<file path="config.mk">
export PLATFORM = sky130hd
export DESIGN_NAME = uart_game_rx
export DESIGN_NICKNAME = d
export VERILOG_FILES = /design/src/rtl/uart_game_rx.sv
export SDC_FILE = /design/constraint.sdc
export NUM_CORES = 1
export LEC_CHECK = 0
export BUFFER_PORTS_ARGS = -buffer_cell sky130_fd_sc_hd__buf_2
export CAP_MARGIN = 5
export CORE_MARGIN = 2
export CORE_UTILIZATION = 35
export CTS_CLUSTER_SIZE = 20
export DETAILED_ROUTE_END_ITERATION = 6
export PLACE_DENSITY = 0.54
export RECOVER_POWER = 25
export SLEW_MARGIN = 5
export SYNTH_ARGS = -nofsm -noshare
export SYNTH_HDL_FRONTEND = slang
export SYNTH_SLANG_ARGS = --single-unit
</file>
<file path="constraint.sdc">
create_clock -name pclk -period 1.6 [get_ports pclk]
set_input_delay 0.24 -clock pclk [delete_from_list [all_inputs] [get_ports pclk]]
set_output_delay 0.24 -clock pclk [all_outputs]
set_load 0.01 [all_outputs]
</file>
<file path="src/rtl/uart_game_rx.sv">
// Game-status UART receiver: 8N1 deserialiser with framing check, plus a
// two-byte packet parser that turns peer commands into game-state flags.
module uart_game_rx #(
    parameter int unsigned CLKS_PER_BIT = 564,
    parameter logic [7:0]  HEADER       = 8'hA5,
    parameter logic [7:0]  CMD_OVER     = 8'h01,
    parameter logic [7:0]  CMD_START    = 8'h02
) (
    input  logic       pclk,
    input  logic       rst,
    input  logic       rx,
    input  logic       peer_clr,
    output logic [7:0] rx_data,
    output logic       rx_valid,
    output logic       frame_err,
    output logic       cmd_err,
    output logic       peer_game_start,
    output logic       peer_game_over
);

    localparam int unsigned CNT_W = $clog2(CLKS_PER_BIT);
    localparam logic [CNT_W-1:0] HALF_LAST = CNT_W'(CLKS_PER_BIT / 2 - 1);
    localparam logic [CNT_W-1:0] BIT_LAST  = CNT_W'(CLKS_PER_BIT - 1);

    typedef enum logic [2:0] {
        IDLE,
        START,
        DATA,
        STOP,
        WAIT_HIGH
    } rx_state_t;

    typedef enum logic {
        P_HDR,
        P_CMD
    } p_state_t;

    logic             rx_meta;
    logic             rx_s;

    rx_state_t        state_q, state_d;
    logic [CNT_W-1:0] cnt_q, cnt_d;
    logic [2:0]       idx_q, idx_d;
    logic [7:0]       shift_q, shift_d;
    logic [7:0]       data_d;
    logic             valid_d;
    logic             ferr_d;

    p_state_t         pstate_q, pstate_d;
    logic             start_d;
    logic             cmderr_d;
    logic             over_d;

    // Two-flop synchroniser; resets to idle-high so reset exit never looks like a start bit
    always_ff @(posedge pclk) begin
        if (!rst) begin
            rx_meta <= 1'b1;
            rx_s    <= 1'b1;
        end else begin
            rx_meta <= rx;
            rx_s    <= rx_meta;
        end
    end

    // Receiver state and output registers
    always_ff @(posedge pclk) begin
        if (!rst) begin
            state_q   <= IDLE;
            cnt_q     <= '0;
            idx_q     <= '0;
            shift_q   <= '0;
            rx_data   <= '0;
            rx_valid  <= 1'b0;
            frame_err <= 1'b0;
        end else begin
            state_q   <= state_d;
            cnt_q     <= cnt_d;
            idx_q     <= idx_d;
            shift_q   <= shift_d;
            rx_data   <= data_d;
            rx_valid  <= valid_d;
            frame_err <= ferr_d;
        end
    end

    // Receiver next-state: mid-bit sampling driven by the bit counter
    always_comb begin
        state_d = state_q;
        cnt_d   = cnt_q + CNT_W'(1);
        idx_d   = idx_q;
        shift_d = shift_q;
        data_d  = rx_data;
        valid_d = 1'b0;
        ferr_d  = 1'b0;
        case (state_q)
            IDLE: begin
                cnt_d = '0;
                if (!rx_s) begin
                    state_d = START;
                end
            end
            START: begin
                if (cnt_q == HALF_LAST) begin
                    cnt_d   = '0;
                    idx_d   = '0;
                    state_d = rx_s ? IDLE : DATA;
                end
            end
            DATA: begin
                if (cnt_q == BIT_LAST) begin
                    cnt_d   = '0;
                    shift_d = {rx_s, shift_q[7:1]};
                    if (idx_q == 3'd7) begin
                        state_d = STOP;
                    end else begin
                        idx_d = idx_q + 3'd1;
                    end
                end
            end
            STOP: begin
                if (cnt_q == BIT_LAST) begin
                    cnt_d = '0;
                    if (rx_s) begin
                        data_d  = shift_q;
                        valid_d = 1'b1;
                        state_d = IDLE;
                    end else begin
                        ferr_d  = 1'b1;
                        state_d = WAIT_HIGH;
                    end
                end
            end
            WAIT_HIGH: begin
                cnt_d = '0;
                if (rx_s) begin
                    state_d = IDLE;
                end
            end
            default: begin
                cnt_d   = '0;
                state_d = IDLE;
            end
        endcase
    end

    // Parser state and flag registers
    always_ff @(posedge pclk) begin
        if (!rst) begin
            pstate_q        <= P_HDR;
            peer_game_start <= 1'b0;
            cmd_err         <= 1'b0;
            peer_game_over  <= 1'b0;
        end else begin
            pstate_q        <= pstate_d;
            peer_game_start <= start_d;
            cmd_err         <= cmderr_d;
            peer_game_over  <= over_d;
        end
    end

    // Parser next-state: header then command; a CMD_OVER set overrides peer_clr
    always_comb begin
        pstate_d = pstate_q;
        start_d  = 1'b0;
        cmderr_d = 1'b0;
        over_d   = peer_game_over;
        if (peer_clr) begin
            over_d = 1'b0;
        end
        if (frame_err) begin
            pstate_d = P_HDR;
        end else if (rx_valid) begin
            case (pstate_q)
                P_HDR: begin
                    if (rx_data == HEADER) begin
                        pstate_d = P_CMD;
                    end
                end
                P_CMD: begin
                    if (rx_data == HEADER) begin
                        pstate_d = P_CMD;
                    end else if (rx_data == CMD_OVER) begin
                        over_d   = 1'b1;
                        pstate_d = P_HDR;
                    end else if (rx_data == CMD_START) begin
                        start_d  = 1'b1;
                        over_d   = 1'b0;
                        pstate_d = P_HDR;
                    end else begin
                        cmderr_d = 1'b1;
                        pstate_d = P_HDR;
                    end
                end
                default: pstate_d = P_HDR;
            endcase
        end
    end

endmodule

</file>
# Word-level counts from Yosys, hierarchy flattened
# Index checks and enable logic that the tools add are counted.
# word_totals
regBits,40
input_bits,4
output_inout_bits,13
elab_cells,73
# classes
addsub,2
n_eq_ne,17
n_mux,28
n_bitwise,3
reduce_logical,10
# op_table
op,count
$mux W3,10
$mux W10,2
$pmux W10 S2,1
$pmux W3 S5,1
$ne A2 B2 Y1 const B,7
$mux W1,12
$add A10 B1 Y10 const B,1
$eq A10 B10 Y1 const B,1
$eq A10 B9 Y1 const B,1
$eq A8 B1 Y1 const B,1
$eq A8 B2 Y1 const B,1
$eq A8 B8 Y1 const B,1
$eq A3 B2 Y1 const B,2
$eq A3 B3 Y1 const B,2
$pmux W3 S2,1
$reduce_and A3 Y1,2
$reduce_and A6 Y1,1
$reduce_or A6 Y1,1
$reduce_and A4 Y1,1
$reduce_or A2 Y1,2
$add A3 B1 Y3 const B,1
$eq A3 B1 Y1 const B,1
$logic_not A3 Y1,1
$not A1 Y1,3
3 further kinds,3

# Longest topological paths before layout
# logic_depth
ltp_word,7
ltp_mapped,7
mapped_depth_nobuf,7

# Worst setup path after synthesis
# OpenSTA, ideal clock, no wires.
# synth_path
path_type,reg2reg
from,register idx_q[0]
to,register idx_q[1]
setup_time_ns,0.070
t_arrival_ns,1.629
required_time_ns,1.530
setup_slack_ns,-0.099
path_stages_with_launch,8
path_buffers,0
period_less_slack_ns,1.699
path_cell_list,dfxtp_1 -> ha_1 -> ha_1 -> or4b_1 -> nor3_1 -> o21ba_2 -> nand3_1 -> a21boi_1
# synth_between
elab_chain_len,4
elab_cells_between_ends,7
cone_classes,1 x add/sub; 2 x eq/ne; 3 x mux; 1 x reduce/logical
# synth_rtl
element,line_no,rtl
"start, declared",43,"logic [2:0] idx_q, idx_d;"
"start signal, assigned",78,idx_q <= idx_d;
$add A3 B1 Y3,116,idx_d = idx_q + 3'd1;
$mux W3,113,if (idx_q == 3'd7) begin
$mux W3,110,if (cnt_q == BIT_LAST) begin
$pmux W3 S2,95,case (state_q)
# Several ways; a longest one is shown, not always the timed one. The select of a mux whose other input is x is not followed.
# A chain may end at the register's enable or synchronous reset.

# Worst setup path after layout
# layout_path
from,register idx_q[1]
to,register idx_q[2]
# Same word-level chain as after synthesis.

==> run_summary.xml <==
<?xml version="1.0" encoding="UTF-8"?>
<metrics>
  <group name="global_routing">
    <metric name="overflow" unit="">0</metric>
    <metric name="grt_pass1_wl" unit="mm">6.037</metric>
    <metric name="vias_in_the_first_global_route" unit="">1389</metric>
    <metric name="globalRouteTotalUtil" unit="%">13.79</metric>
    <metric name="largest_net_degree_at_the_start_of_global_routing" unit="">28</metric>
    <metric name="initial_antenna_violation_count" unit="">0</metric>
  </group>
  <group name="power">
    <metric name="total_power" unit="µW">1965</metric>
    <metric name="seqPwrFrac" unit="%">51.8</metric>
    <metric name="power_leakage" unit="µW">0.0008802</metric>
    <metric name="power.internal" unit="µW">1457</metric>
    <metric name="netSwitchingPower" unit="µW">507.6</metric>
    <metric name="share_clk_of_total_power" unit="%">33.8</metric>
    <metric name="power.switching_fraction" unit="%">25.83</metric>
    <metric name="vdd_ir_drop_max" unit="mV">0.3916</metric>
    <metric name="share_comb_of_total_power" unit="%">14.4</metric>
    <metric name="power_density" unit="nW/µm²">802.0</metric>
  </group>
  <group name="outcome">
    <metric name="failed_checks" unit="">setup timing</metric>
    <metric name="run_status" unit="">finished, violations left</metric>
  </group>
  <group name="routing">
    <metric name="routed_wirelength" unit="mm">3.717</metric>
    <metric name="dr.pass1.iters" unit="">4</metric>
    <metric name="post_drt_wl_per_cell" unit="µm">11.54</metric>
    <metric name="post-route-drc-count" unit="">0</metric>
    <metric name="detailroute.via_count" unit="">1517</metric>
    <metric name="route.detailed.vias_per_inst" unit="">4.711</metric>
    <metric name="final_antenna_net_count" unit="">0</metric>
    <metric name="detailedRoute.firstIterationViolations" unit="">47</metric>
  </group>
  <group name="logic_synthesis">
    <metric name="synth_compound_gate_area_share" unit="%">14.06</metric>
    <metric name="synthDistinctLibCells" unit="">40</metric>
    <metric name="yosys.area_share.simple" unit="%">28.18</metric>
    <metric name="synth_mux_area_share" unit="%">2.238</metric>
    <metric name="synth_top_family_by_area" unit="">simple AND/OR/NAND/NOR gates</metric>
    <metric name="ff_latch_count_synth" unit="">40</metric>
    <metric name="synth.avg_cell_area" unit="µm²">8.728</metric>
    <metric name="syn-num-nets" unit="">213</metric>
    <metric name="yosys.area_share.adder" unit="%">2.797</metric>
    <metric name="synth_xor_xnor_area_share" unit="%">4.406</metric>
    <metric name="synthesis.instances" unit="">205</metric>
    <metric name="yosysSeqAreaShare" unit="%">44.76</metric>
    <metric name="ys.warnings.count" unit="">0</metric>
    <metric name="synthesized_area" unit="µm²">1789</metric>
  </group>
  <group name="layout">
    <metric name="insertedDiodeCount" unit="">0</metric>
    <metric name="final_layout_size_suffix_gt1_share" unit="%">38.10</metric>
    <metric name="syn_to_final_growth" unit="%">36.92</metric>
    <metric name="finish.net_count" unit="">259</metric>
    <metric name="fill_cells" unit="">505</metric>
  </group>
  <group name="setup_path">
    <metric name="worst_ep_arrival_time" unit="ps">1920</metric>
    <metric name="critical_path_peak_fanout" unit="">6</metric>
    <metric name="worstSetupEndpoint" unit="">idx_q[2]</metric>
    <metric name="worst_setup_path_startpoint" unit="">idx_q[1]</metric>
    <metric name="rr_endpoint" unit="">idx_q[2]</metric>
    <metric name="setup.worst_path.start_class" unit="">flop</metric>
    <metric name="critPathTopFamily" unit="">simple AND/OR/NAND/NOR gates</metric>
    <metric name="crit_slowest_cell" unit="">sky130_fd_sc_hd__or4b_4</metric>
    <metric name="worstRegToRegCells" unit="">7</metric>
    <metric name="required" unit="ps">1820</metric>
    <metric name="critical_path_buf_inv_count" unit="">0</metric>
    <metric name="rrSetupSlack" unit="ps">-100</metric>
    <metric name="worst-setup-path-type" unit="">reg2reg</metric>
    <metric name="worstReg2RegStart" unit="">idx_q[1]</metric>
    <metric name="path_cells" unit="">ha_4, ha_4, or4b_4, nor3_2, o21ba_4, nand3_1, a21boi_1</metric>
    <metric name="crit_top_cell" unit="">sky130_fd_sc_hd__ha_4</metric>
    <metric name="endpoint_kind" unit="">flop</metric>
    <metric name="critical_path_cell_count" unit="">7</metric>
    <metric name="largest_stage_delay_on_the_critical_path" unit="ps">470</metric>
  </group>
  <group name="clock_tree">
    <metric name="clock_tree.root_cell" unit="">sky130_fd_sc_hd__clkbuf_8</metric>
    <metric name="numCtsBuffers" unit="">5</metric>
    <metric name="clkLatencyLatePin" unit="ps">290</metric>
    <metric name="post_cts_hold_buffer_count" unit="">0</metric>
    <metric name="cts-htree-levels" unit="">2</metric>
    <metric name="clkSlewWorstSetupHoldPaths" unit="ps">80</metric>
    <metric name="clock_tree_from_tritoncts" unit="">built</metric>
    <metric name="cts_sinks" unit="">40</metric>
    <metric name="cts_buffer_depth" unit="">2</metric>
  </group>
  <group name="worst_hold_path">
    <metric name="min_path_type" unit="">in2reg</metric>
  </group>
  <group name="placement">
    <metric name="port-buffer-count" unit="">16</metric>
    <metric name="globalplace.congestion" unit="">0.7841</metric>
    <metric name="dp.final_hpwl" unit="mm">2.597</metric>
  </group>
  <group name="floorplanning">
    <metric name="die_height" unit="µm">75.50</metric>
    <metric name="fp.coreArea" unit="µm²">5010</metric>
    <metric name="placement_rows" unit="">26</metric>
    <metric name="die-width" unit="µm">75.50</metric>
    <metric name="pin_count" unit="">17</metric>
    <metric name="floorplan.initialDensity" unit="%">35.71</metric>
    <metric name="design.die.area" unit="µm²">5700</metric>
  </group>
  <group name="sta">
    <metric name="report.final.setup_viol" unit="">3</metric>
    <metric name="final-hold-violation-count" unit="">0</metric>
    <metric name="fin_ws" unit="ps">-101.6</metric>
    <metric name="fin_crit_sh" unit="%">106.3</metric>
    <metric name="max_freq" unit="GHz">0.5877</metric>
    <metric name="relSlewSlack" unit="%">75.38</metric>
    <metric name="max_slew.worst_pin.slew" unit="ps">369.1</metric>
    <metric name="post-route-min-period" unit="ps">1702</metric>
    <metric name="rsz0062_at_grt" unit="">yes</metric>
    <metric name="worst_clock_skew" unit="ps">6.814</metric>
    <metric name="fin_setup_tns" unit="ps">-273.8</metric>
    <metric name="finalMaxSlewViolations" unit="">0</metric>
  </group>
  <group name="run">
    <metric name="cap_viol_max_count" unit="">0</metric>
  </group>
</metrics>
[cells in the final DEF, fill, tap and decap left out, types with 2 or more instances in the layout]
master,synthesis,routed
sky130_fd_sc_hd__dfxtp_1,40,33
sky130_fd_sc_hd__buf_4,1,28
sky130_fd_sc_hd__nand2_1,34,21
sky130_fd_sc_hd__nor2_1,17,17
sky130_fd_sc_hd__nand3_1,18,17
sky130_fd_sc_hd__nand2_2,0,13
sky130_fd_sc_hd__buf_2,3,13
sky130_fd_sc_hd__a21boi_1,12,11
sky130_fd_sc_hd__nand2b_1,7,7
sky130_fd_sc_hd__a21boi_0,7,7
sky130_fd_sc_hd__dfxtp_2,0,7
sky130_fd_sc_hd__inv_1,7,6
sky130_fd_sc_hd__xor2_1,6,6
sky130_fd_sc_hd__o21ai_0,6,5
sky130_fd_sc_hd__clkbuf_8,0,5
sky130_fd_sc_hd__mux2i_1,4,4
sky130_fd_sc_hd__ha_4,0,4
sky130_fd_sc_hd__xnor2_1,3,3
sky130_fd_sc_hd__clkbuf_1,4,3
sky130_fd_sc_hd__buf_6,0,3
sky130_fd_sc_hd__or3_4,1,2
sky130_fd_sc_hd__and3_4,0,2
sky130_fd_sc_hd__nor3_2,0,2
sky130_fd_sc_hd__nand4_1,2,2
sky130_fd_sc_hd__nor3_1,4,2
sky130_fd_sc_hd__nor3b_2,1,2
sky130_fd_sc_hd__nor3b_1,3,2
sky130_fd_sc_hd__clkinv_2,0,2
[routing by layer]
layer	global-route usage (%)	wire length (µm)	up-vias
met2	21.74	1683	20
met1	18.42	1865	695
li1	-	-	795
met3	2.778	101	7
met4	5.848	66	0
met5	0	0	-
[synth_stat cells (all sizes together)]
cell	instances	area [µm²]
inv	7	26.28
a211oi	1	7.510
xnor2	3	26.28
o311ai	1	8.760
a32o	1	10.01
nand3b	1	7.510
nor4	1	6.260
nand4	2	12.51
or3	3	23.77
o21ai	6	30.03
nor3b	4	35.03
clkbuf	4	15.01
o2111ai	1	15.01
a32oi	1	8.760
nand4b	1	8.760
or4b	1	10.01
o211ai	1	7.510
nand2	34	127.6
xor2	6	52.55
nand4bb	1	11.26
and3	2	12.51
mux2i	4	40.04
o21ba	1	10.01
a21boi	19	142.6
or3b	1	8.760
nand2b	7	43.79
nor2	17	63.81
nor2b	1	6.260
o22ai	1	6.260
ha	4	50.05
buf	4	22.52
dfxtp	40	800.8
a21oi	1	5.000
nor3	5	36.29
nand3	18	90.09
[per-stage QoR]
step                area (µm²)  cells  setup WS [ps]  utilization [%]  hold slack, ps
global placement          2150    310         -132.8            42.91           388.7
finish                    2450    322         -101.6            48.90           130.5
global route              2450    322         -214.1            48.90           127.2
CTS                       2321    319         -172.7            46.33           127.2
floorplan                 1817    205         -71.39                -           313.0
detailed placement        2150    310         -188.0            42.91           402.9
[cell type report]
cell class / count / area, µm² / area share, %
clock inverters: 3 / 18.77 / 0.7661
inverters: 7 / 28.78 / 1.175
multi-input cells: 150 / 1116 / 45.56
repair buffers: 47 / 320.3 / 13.07
well taps: 70 / 87.58 / 3.575
flip-flops and latches: 40 / 809.5 / 33.04
clock buffers: 5 / 68.82 / 2.809
[worst reg2reg max path, cell delays in order (launching register included)]
cell                       delay (ps)
sky130_fd_sc_hd__dfxtp_2          340
sky130_fd_sc_hd__ha_4             160
sky130_fd_sc_hd__ha_4             150
sky130_fd_sc_hd__or4b_4           470
sky130_fd_sc_hd__nor3_2           130
sky130_fd_sc_hd__o21ba_4          180
sky130_fd_sc_hd__nand3_1           80
sky130_fd_sc_hd__a21boi_1         130
[cell families (layout without fill, tap and decap cells)]
| kind of cell | count (synthesis) | after routing |
|---|---|---|
| flops | 40 | 40 |
| fa+ha+maj | 4 | 4 |
| buf+inv | 15 | 62 |
| mux | 4 | 4 |
| xor+xnor | 9 | 9 |
| simple gates | 99 | 99 |
| compound gates | 34 | 34 |
[power by group through the flow]
stage               Clock, µW  Sequential [µW]  Combinational, µW
floorplan                   0             1050                126
global placement            0             1040                227
detailed placement          0             1040                226
CTS                       694             1020                250
global route              731             1020                305
finish                    664             1020                283
[state kept, by name, summed over array words and instances (netlist names)]
name	cells
cnt_q	10
rx_data	8
shift_q	8
idx_q	3
state_q	3
cmd_err	1
frame_err	1
peer_game_over	1
peer_game_start	1
pstate_q	1
rx_meta	1
rx_s	1
rx_valid	1
[repair_timing]
action	4_1_cts	5_1_grt
setup endpoints to repair	26	33
pin swaps	6	19
gates resized for setup	16	30
setup buffers	1	4
hold endpoints to repair	0	0
[worst min path at each step]
stage | startpoint | to | slack (ps) | cells past startpoint
floorplan | rst | rx_meta | 310 | 1
global placement | rx_meta | rx_s | 390 | 1
detailed placement | rx_meta | rx_s | 400 | 1
CTS | rx | rx_meta | 130 | 2
global route | rx | rx_meta | 130 | 2
finish | rx | rx_meta | 130 | 2
Power figures use the tool's default switching activity.
